--- src/rtl/ip_rcv.sv ---
`timescale 1ns/1ps
// IPv4 receive stage: parses/validates the header, skips options, forwards the IP payload.
// Latency: 1 cycle from input accept to udp_axis_tvalid_out (single output register).
// Backpressure: ip_axis_tready_out follows the output register only in PAYLOAD; header/drain always ready.
module ip_rcv #(
   parameter logic [31:0] LOCAL_IP   = 32'hC0A8010A,
   parameter bit          CHECK_CSUM = 1'b1
) (
   input  logic        clk,
   input  logic        reset,
   input  logic [7:0]  ip_axis_tdata_in,
   input  logic        ip_axis_tvalid_in,
   input  logic        ip_axis_tlast_in,
   output logic        ip_axis_tready_out,
   output logic [7:0]  udp_axis_tdata_out,
   output logic        udp_axis_tvalid_out,
   output logic        udp_axis_tlast_out,
   input  logic        udp_axis_tready_in,
   output logic [31:0] src_ip_out,
   output logic [15:0] payload_len_out,
   output logic        hdr_err_out,
   output logic [15:0] drop_cnt_out
);

   localparam logic [1:0] S_HDR   = 2'd0;
   localparam logic [1:0] S_OPT   = 2'd1;
   localparam logic [1:0] S_PAY   = 2'd2;
   localparam logic [1:0] S_DRAIN = 2'd3;

   logic [1:0]  state;
   logic [5:0]  cnt;          // header byte index, 0..59
   logic [3:0]  ver;
   logic [3:0]  ihl;
   logic [15:0] tot_len;
   logic [13:0] frag;         // MF flag plus 13-bit fragment offset
   logic [7:0]  proto;
   logic [31:0] src_sh;
   logic [31:0] dst_sh;
   logic [15:0] csum_acc;
   logic [7:0]  csum_hi;
   logic [15:0] rem;

   logic        accept;
   logic [5:0]  hdr_len;
   logic [16:0] sum17;
   logic [15:0] csum_next;
   logic [31:0] dst_now;
   logic        last_hdr_byte;
   logic        hdr_ok;
   logic [15:0] plen_calc;

   // Input is held off only when the payload output register is full and stalled.
   assign ip_axis_tready_out = (state == S_PAY) ? (!udp_axis_tvalid_out || udp_axis_tready_in) : 1'b1;
   assign accept = ip_axis_tvalid_in && ip_axis_tready_out;

   // Header evaluation terms; the checksum and dst include the byte being accepted now.
   always_comb begin
      hdr_len   = {ihl, 2'b00};
      sum17     = {1'b0, csum_acc} + {1'b0, csum_hi, ip_axis_tdata_in};
      csum_next = sum17[15:0] + {15'd0, sum17[16]};
      dst_now   = (state == S_HDR) ? {dst_sh[23:0], ip_axis_tdata_in} : dst_sh;
      plen_calc = tot_len - {10'd0, hdr_len};
      last_hdr_byte = 1'b0;
      if (state == S_HDR)
         last_hdr_byte = (cnt == 6'd19) && (ihl <= 4'd5);
      else if (state == S_OPT)
         last_hdr_byte = (cnt == hdr_len - 6'd1);
      hdr_ok = (ver == 4'd4) && (ihl >= 4'd5) && (proto == 8'd17) &&
               ((dst_now == LOCAL_IP) || (dst_now == 32'hFFFF_FFFF)) &&
               (frag == 14'd0) &&
               ({1'b0, tot_len} >= ({11'd0, hdr_len} + 17'd8)) &&
               (!CHECK_CSUM || (csum_next == 16'hFFFF));
   end

   // Frame parser, output register and status counters.
   always_ff @(posedge clk) begin
      if (reset) begin
         state               <= S_HDR;
         cnt                 <= 6'd0;
         ver                 <= 4'd0;
         ihl                 <= 4'd0;
         tot_len             <= 16'd0;
         frag                <= 14'd0;
         proto               <= 8'd0;
         src_sh              <= 32'd0;
         dst_sh              <= 32'd0;
         csum_acc            <= 16'd0;
         csum_hi             <= 8'd0;
         rem                 <= 16'd0;
         udp_axis_tdata_out  <= 8'd0;
         udp_axis_tvalid_out <= 1'b0;
         udp_axis_tlast_out  <= 1'b0;
         src_ip_out          <= 32'd0;
         payload_len_out     <= 16'd0;
         hdr_err_out         <= 1'b0;
         drop_cnt_out        <= 16'd0;
      end else begin
         hdr_err_out <= 1'b0;
         if (udp_axis_tvalid_out && udp_axis_tready_in)
            udp_axis_tvalid_out <= 1'b0;

         case (state)
            S_HDR, S_OPT: begin
               if (accept) begin
                  cnt <= cnt + 6'd1;
                  if (!cnt[0]) csum_hi  <= ip_axis_tdata_in;
                  else         csum_acc <= csum_next;
                  if (state == S_HDR) begin
                     case (cnt)
                        6'd0:  {ver, ihl}    <= ip_axis_tdata_in;
                        6'd2:  tot_len[15:8] <= ip_axis_tdata_in;
                        6'd3:  tot_len[7:0]  <= ip_axis_tdata_in;
                        6'd6:  frag[13:8]    <= ip_axis_tdata_in[5:0];
                        6'd7:  frag[7:0]     <= ip_axis_tdata_in;
                        6'd9:  proto         <= ip_axis_tdata_in;
                        6'd12, 6'd13, 6'd14, 6'd15:
                               src_sh <= {src_sh[23:0], ip_axis_tdata_in};
                        6'd16, 6'd17, 6'd18, 6'd19:
                               dst_sh <= {dst_sh[23:0], ip_axis_tdata_in};
                        default: ;
                     endcase
                  end
                  if (ip_axis_tlast_in) begin
                     // Frame ended inside the header: nothing to forward.
                     hdr_err_out  <= 1'b1;
                     drop_cnt_out <= drop_cnt_out + 16'd1;
                     state        <= S_HDR;
                     cnt          <= 6'd0;
                     csum_acc     <= 16'd0;
                  end else if (last_hdr_byte) begin
                     cnt      <= 6'd0;
                     csum_acc <= 16'd0;
                     if (hdr_ok) begin
                        src_ip_out      <= src_sh;
                        payload_len_out <= plen_calc;
                        rem             <= plen_calc;
                        state           <= S_PAY;
                     end else begin
                        hdr_err_out  <= 1'b1;
                        drop_cnt_out <= drop_cnt_out + 16'd1;
                        state        <= S_DRAIN;
                     end
                  end else if ((state == S_HDR) && (cnt == 6'd19)) begin
                     state <= S_OPT;
                  end
               end
            end
            S_PAY: begin
               if (accept) begin
                  udp_axis_tdata_out  <= ip_axis_tdata_in;
                  udp_axis_tvalid_out <= 1'b1;
                  udp_axis_tlast_out  <= (rem == 16'd1) || ip_axis_tlast_in;
                  rem                 <= rem - 16'd1;
                  if (rem == 16'd1) begin
                     state <= ip_axis_tlast_in ? S_HDR : S_DRAIN;
                  end else if (ip_axis_tlast_in) begin
                     // Truncated payload: close the packet early and flag it.
                     hdr_err_out <= 1'b1;
                     state       <= S_HDR;
                  end
               end
            end
            default: begin
               if (accept && ip_axis_tlast_in)
                  state <= S_HDR;
            end
         endcase
      end
   end

endmodule

--- config.mk ---
export PLATFORM = sky130hd
export DESIGN_NAME = ip_rcv
export DESIGN_NICKNAME = d
export VERILOG_FILES = /design/src/rtl/ip_rcv.sv
export SDC_FILE = /design/constraint.sdc
export NUM_CORES = 1
export LEC_CHECK = 0
export ABC_AREA = 0
export CAP_MARGIN = 5
export CORE_UTILIZATION = 40
export CTS_CLUSTER_DIAMETER = 200
export DETAILED_ROUTE_END_ITERATION = 8
export PLACE_DENSITY = 0.67
export SLEW_MARGIN = 10
export SYNTH_ARGS = -nofsm -noshare
export SYNTH_HDL_FRONTEND = slang
export SYNTH_SLANG_ARGS = --single-unit
--- constraint.sdc ---
create_clock -name clk -period 7.5 [get_ports clk]
set_clock_uncertainty 0.2 [all_clocks]
set_input_delay 1.125 -clock clk [delete_from_list [all_inputs] [get_ports clk]]
set_output_delay 1.125 -clock clk [all_outputs]
set_load 0.01 [all_outputs]
==> results.cfg, run 1 <==
[logic_synthesis]
synthesis.nets = 1514
postSynthCellCount = 1461
ys_ff_latch = 233
ys_types = 75
synth_top_area_share_pct = 41.4
syn-cell-area_sq_mm = 0.0113
synth.area.top_cells = dfxtp_1 41%, nand2_1 12%, a21oi_1 9.0%
async_flop_share_pct = 0
ys_seq_area_share_pct = 41.4
synth_ff_type = dfxtp_1
yosysTopAreaCell = dfxtp_1
yosysWarnings = 0
synth_edf_count = 0
synth.avg_cell_area_sq_um = 7.72

[routing]
drc = 0
vias_per_cell = 5.41
vias = 10319
wl_per_cell_microns = 15.7
firstDrtPassIters = 5
drt_iter0_drc = 884
wl_microns = 30000
ant_nets = 0

[sta]
tns_ps = 0
rsz0062_at_grt = false
period_needed_ps = 7020
relSlewSlack_pct = 25.2
hold_viol_final = 0
fin_crit_sh_pct = 93.6
clock.fmax_ghz = 0.142
final-max-slew-violation-count = 0
setup_viol = 0
worst_pin_slew_ps = 1120

[die]
core_area_sq_mm = 0.0278
io_pins = 89
die_area_sq_mm = 0.0289
fp.dieH_microns = 170
rows = 61
die_w_microns = 170
start_util_pct = 40.6

[job]
maxCapViolCount = 0

[hold_path]
hp-start = payload_len_out[1]
hold_class = flop to flop

[placement]
place_hpwl_microns = 20200
numPortBuffers = 88
gp_congestion = 0.908
place_area_sq_mm = 0.0125

[clock_network]
cts_hold_buf = 0
cts_made_buffers = 25
clk_pin_slew_ps = 60
cts_num_sinks = 233
cts_setup_buffers = 0
worstSkewPairLatency_ps = 540
cts_max_level = 1
cts_max_path_buffers = 3
cts_tree = yes
cts_resized = 0
root_buffer = clkbuf_16

[layout]
layout_commonest_cell = nand2_1
n_fill_cell = 2728
nNetsFinal = 1563
final_core_util_pct = 47.9
design_area_sq_mm = 0.0133
seqCellArea_sq_mm = 0.00466
layout_common_cells = 347 x nand2_1, 233 x dfxtp_1, 203 x a21oi_1
multi_input_area_sq_mm = 0.00616
drive_gt1_share_pct = 5.43
n_antenna_cell = 0
area_growth_pct = 18.1

[status]
status = completed

[setup_path]
path_buf_inv = 3
worstPathArrival_ps = 7290
cp-startpoint = ip_axis_tdata_in[0]
critical_path_class = input port to flop
critPathMaxStageDelay_ps = 900
crit_required_ps = 7770
critical-path-top-delay-family = simple AND/OR/NAND/NOR gates
slowest_stage = or4_2
reg2reg_from = csum_acc[0]
cp_max_fo = 42
cp-end-kind = flop
cp-start-kind = input port

[pwr]
power.density_mw_per_mm2 = 204
cellInternalPower_uw = 2060
power.leakage_uw = 0.00449
p_clk_share_pct = 46.4
combPwrFrac_pct = 7.3
switching_power_uw = 662
swShare_pct = 24.4
ir_drop_uv = 164
pwr-share-seq_pct = 46.2

[global_route]
overflow = 0
grt_pass1_vias = 9399
globalRouteTotalUtil_pct = 20.4
antenna_found_initial = 0
grt_max_degree = 118
grt_first_pass_wirelength_microns = 48200
==> synthesized netlist by cell type, types with 17 or more instances <==
master and number:
a21oi_1 203, clkbuf_1 80, dfxtp_1 233, ha_1 37
inv_1 34, mux2i_1 17, nand2_1 347, nand3_1 67
nand4_1 26, nor2_1 92, nor3_1 32, nor4_1 30
o21ai_0 34, xnor2_1 37
==> through the flow <==
| step | total power [uW] | setup WS, ps | hold WS [ps] | std cells |
|---|---|---|---|---|
| global placement | 1480 | 79.4 | 241 | 1861 |
| finish | 2720 | 481 | 251 | 1906 |
| CTS | 2740 | 544 | 252 | 1906 |
| global route | 2810 | 68.0 | 270 | 1906 |
| detailed placement | 1480 | -11.9 | 244 | 1861 |
| floorplan | 1420 | 1190 | 231 | 1461 |
==> kinds of logic after synthesis <==
kind of cell,after synthesis,synth area share (%)
buffers and inverters,121,4.09
DFF,233,41.4
and+or+nand+nor,681,28.1
muxes,18,1.61
adders and majority gates,40,4.64
xor gates and xnor gates,50,4.02
AOI/OAI and AO/OA,318,16.2
==> metal layers <==
layer / track usage, % / vias up / part of all wire [%]
li1: - / 5187 / -
met4: 5.41 / 0 / 1.6
met2: 33.1 / 240 / 46
met3: 2.86 / 44 / 4.6
met1: 28.2 / 4848 / 48
met5: 0 / - / 0
==> cell type report <==
| type | count | share of cell area (%) |
|---|---|---|
| clock buffers | 32 | 5.04 |
| well taps | 378 | 3.55 |
| inverters | 34 | 0.958 |
| clock inverters | 13 | 1.25 |
| repair buffers | 109 | 7.90 |
| flip-flops and latches | 233 | 35.0 |
| multi-input cells | 1107 | 46.3 |
==> power groups by stage <==
stage	clock (uW)	combinational [uW]	sequential [uW]
3_5_place_dp	0	197	1280
6_report	1260	199	1260
2_1_floorplan	0	141	1280
4_1_cts	1290	198	1260
3_3_place_gp	0	195	1280
5_1_grt	1340	218	1260
==> state kept, by name, summed over array words and instances (netlist names) <==
register / count
udp_axis_tdata_out: 8
src_sh: 32
frag: 14
udp_axis_tvalid_out: 1
tot_len: 16
ver: 4
dst_sh: 32
ihl: 4
udp_axis_tlast_out: 1
hdr_err_out: 1
payload_len_out: 16
cnt: 6
src_ip_out: 32
drop_cnt_out: 16
csum_acc: 16
rem: 16
csum_hi: 8
state: 2
proto: 8
==> path summary, 6_finish.rpt <==
check	endpoint	slack (ps)	depth (start not counted)
min reg2reg	payload_len_out[1]	250	2
min	payload_len_out[1]	250	2
max reg2reg	rem[0]	1270	24
max	rem[0]	480	25
==> worst register-to-register path, delay by kind of cell, from the launching register on <==
family | cells | cell delay (ps)
and+or+nand+nor | 7 | 2380
DFF | 1 | 330
xor gates and xnor gates | 1 | 130
AOI/OAI and AO/OA | 10 | 1760
adders and majority gates | 4 | 1070
buffers and inverters | 2 | 300
Power figures use the tool's default switching activity.
==> inputs of run 2 (changes only) <==
Settings changed: CAP_MARGIN 5 to 10, CORE_UTILIZATION 40 to 35, PLACE_DENSITY 0.67 to 0.61.
==> run 2 against run 1 <==
Against the previous run: critical path depth fell by 1; via count rose by 1.0%; clock-buffer cell count increased by 7; power is 0.42% higher; sequential cell count is the same; design area grew 0.39%; non-clock buffer count grew 2; register-to-register slack better by 150 ps; combinational power hardly changed; critical endpoint is now src_ip_out[11].
==> results.cfg, run 2 (same netlist as run 1, synthesis figures left out) <==
[layout]
nNetsFinal = 1566
area_growth_pct = 18.5
drive_gt1_share_pct = 5.42
layout_commonest_cell = nand2_1
n_fill_cell = 3200
n_antenna_cell = 0
layout_common_cells = 347 x nand2_1, 233 x dfxtp_1, 203 x a21oi_1
reg_top3 = dst_sh: 32 flops, src_ip_out: 32 flops, src_sh: 32 flops
final_core_util_pct = 42.3

[global_route]
grt_pass1_vias = 9776
antenna_found_initial = 0
globalRouteTotalUtil_pct = 18.4
overflow = 0
grt_first_pass_wirelength_microns = 50500
grt_max_degree = 95

[clock_network]
cts_tree = yes
cts_max_level = 1
worstSkewPairLatency_ps = 540
cts_hold_buf = 0
cts_resized = 0
cts_num_sinks = 233
root_buffer = clkbuf_16
cts_setup_buffers = 0
cts_max_path_buffers = 3
cts_made_buffers = 26
clk_pin_slew_ps = 60

[setup_path]
worstPathArrival_ps = 6980
cp_max_fo = 40
crit_required_ps = 7680
cp-start-kind = input port
cp-end-kind = flop
critical_path_class = input port to flop

[die]
die_w_microns = 182
fp.dieH_microns = 182
die_area_sq_mm = 0.0329
core_area_sq_mm = 0.0316
rows = 65
start_util_pct = 35.6
io_pins = 89

[sta]
tns_ps = 0
rsz0062_at_grt = false
clock.fmax_ghz = 0.147
hold_viol_final = 0
whs_ps = 248
final-max-slew-violation-count = 0
worst_pin_slew_ps = 1240
setup_viol = 0
relSlewSlack_pct = 17.1
period_needed_ps = 6800
fin_crit_sh_pct = 90.7

[routing]
wl_microns = 30900
drt_iter0_drc = 776
wl_per_cell_microns = 16.0
vias_per_cell = 5.39
vias = 10427
firstDrtPassIters = 5
ant_nets = 0
drc = 0

[job]
maxCapViolCount = 0

[placement]
place_hpwl_microns = 20700
numPortBuffers = 88
gp_congestion = 0.892

[pwr]
power.density_mw_per_mm2 = 204
power.leakage_uw = 0.00451
ir_drop_uv = 206

[status]
status = completed

[hold_path]
hold_class = flop to flop
==> run 2: cell types whose count changed in the layout (fill, tap and decap cells not counted), sizes merged <==
cell	change
buf	+2
bufinv	-1
clkbuf	+7
clkinv	-1
clkinvlp	-2
inv	-1
==> run 2: critical path, cell delays in order <==
cell             delay [ps]
clkdlybuf4s50_1         480
ha_1                    190
inv_1                    60
fa_1                    440
nand2b_1                230
a21oi_1                 230
o211ai_1                220
a21oi_1                 220
o21ai_0                 100
a21oi_1                 160
o21ai_0                  90
nand2b_1                100
ha_1                    180
ha_1                    280
xnor2_1                 130
or4_1                   470
nor3_1                  140
o2111ai_1               130
nor4_1                  430
o2111ai_1               340
or4_4                   700
buf_4                   300
nand2_1                 120
a21oi_1                  80
==> run 2: per-layer routing <==
metal / wire length (microns) / global-route usage [%]
met1: 14800 / 25.4
met2: 13700 / 29.4
met3: 1390 / 2.29
met4: 966 / 6.75
met5: 0 / 0
==> run 2: area by class of cell <==
cell class	count	area, sq um	share of cell area, %
sequential	233	4660	34.9
multi-input combinational	1107	6160	46.1
timing repair buffer	111	1050	7.89
clock buffer	39	749	5.61
inverter	34	128	0.955
tap	402	503	3.76
clock inverter	8	108	0.805
==> run 2: final timing paths <==
check,from,endpoint,slack (ps),cells after the start
setup / recovery,ip_axis_tdata_in[0],src_ip_out[11],700,24
hold / removal,src_ip_out[9],src_ip_out[9],250,2
setup reg to reg,csum_acc[0],src_ip_out[11],1420,23
hold reg to reg,src_ip_out[9],src_ip_out[9],250,2
==> run 2: power by group <==
group / leakage [uW] / switching (uW) / total [uW] / internal, uW
Sequential: 0.00188 / 9.71 / 1260 / 1250
Clock: 0.000417 / 514 / 1270 / 758
Combinational: 0.00221 / 132 / 199 / 67.5
==> run 2: through the flow <==
stage,cells,power (uW),area [sq um],worst slack [ps]
5_1_grt,1934,2830,13400,140
4_1_cts,1934,2760,13400,572
2_1_floorplan,1461,1420,11300,1190
6_report,1934,2730,13400,697
3_3_place_gp,1887,1480,12500,140
3_5_place_dp,1887,1480,12500,19.8
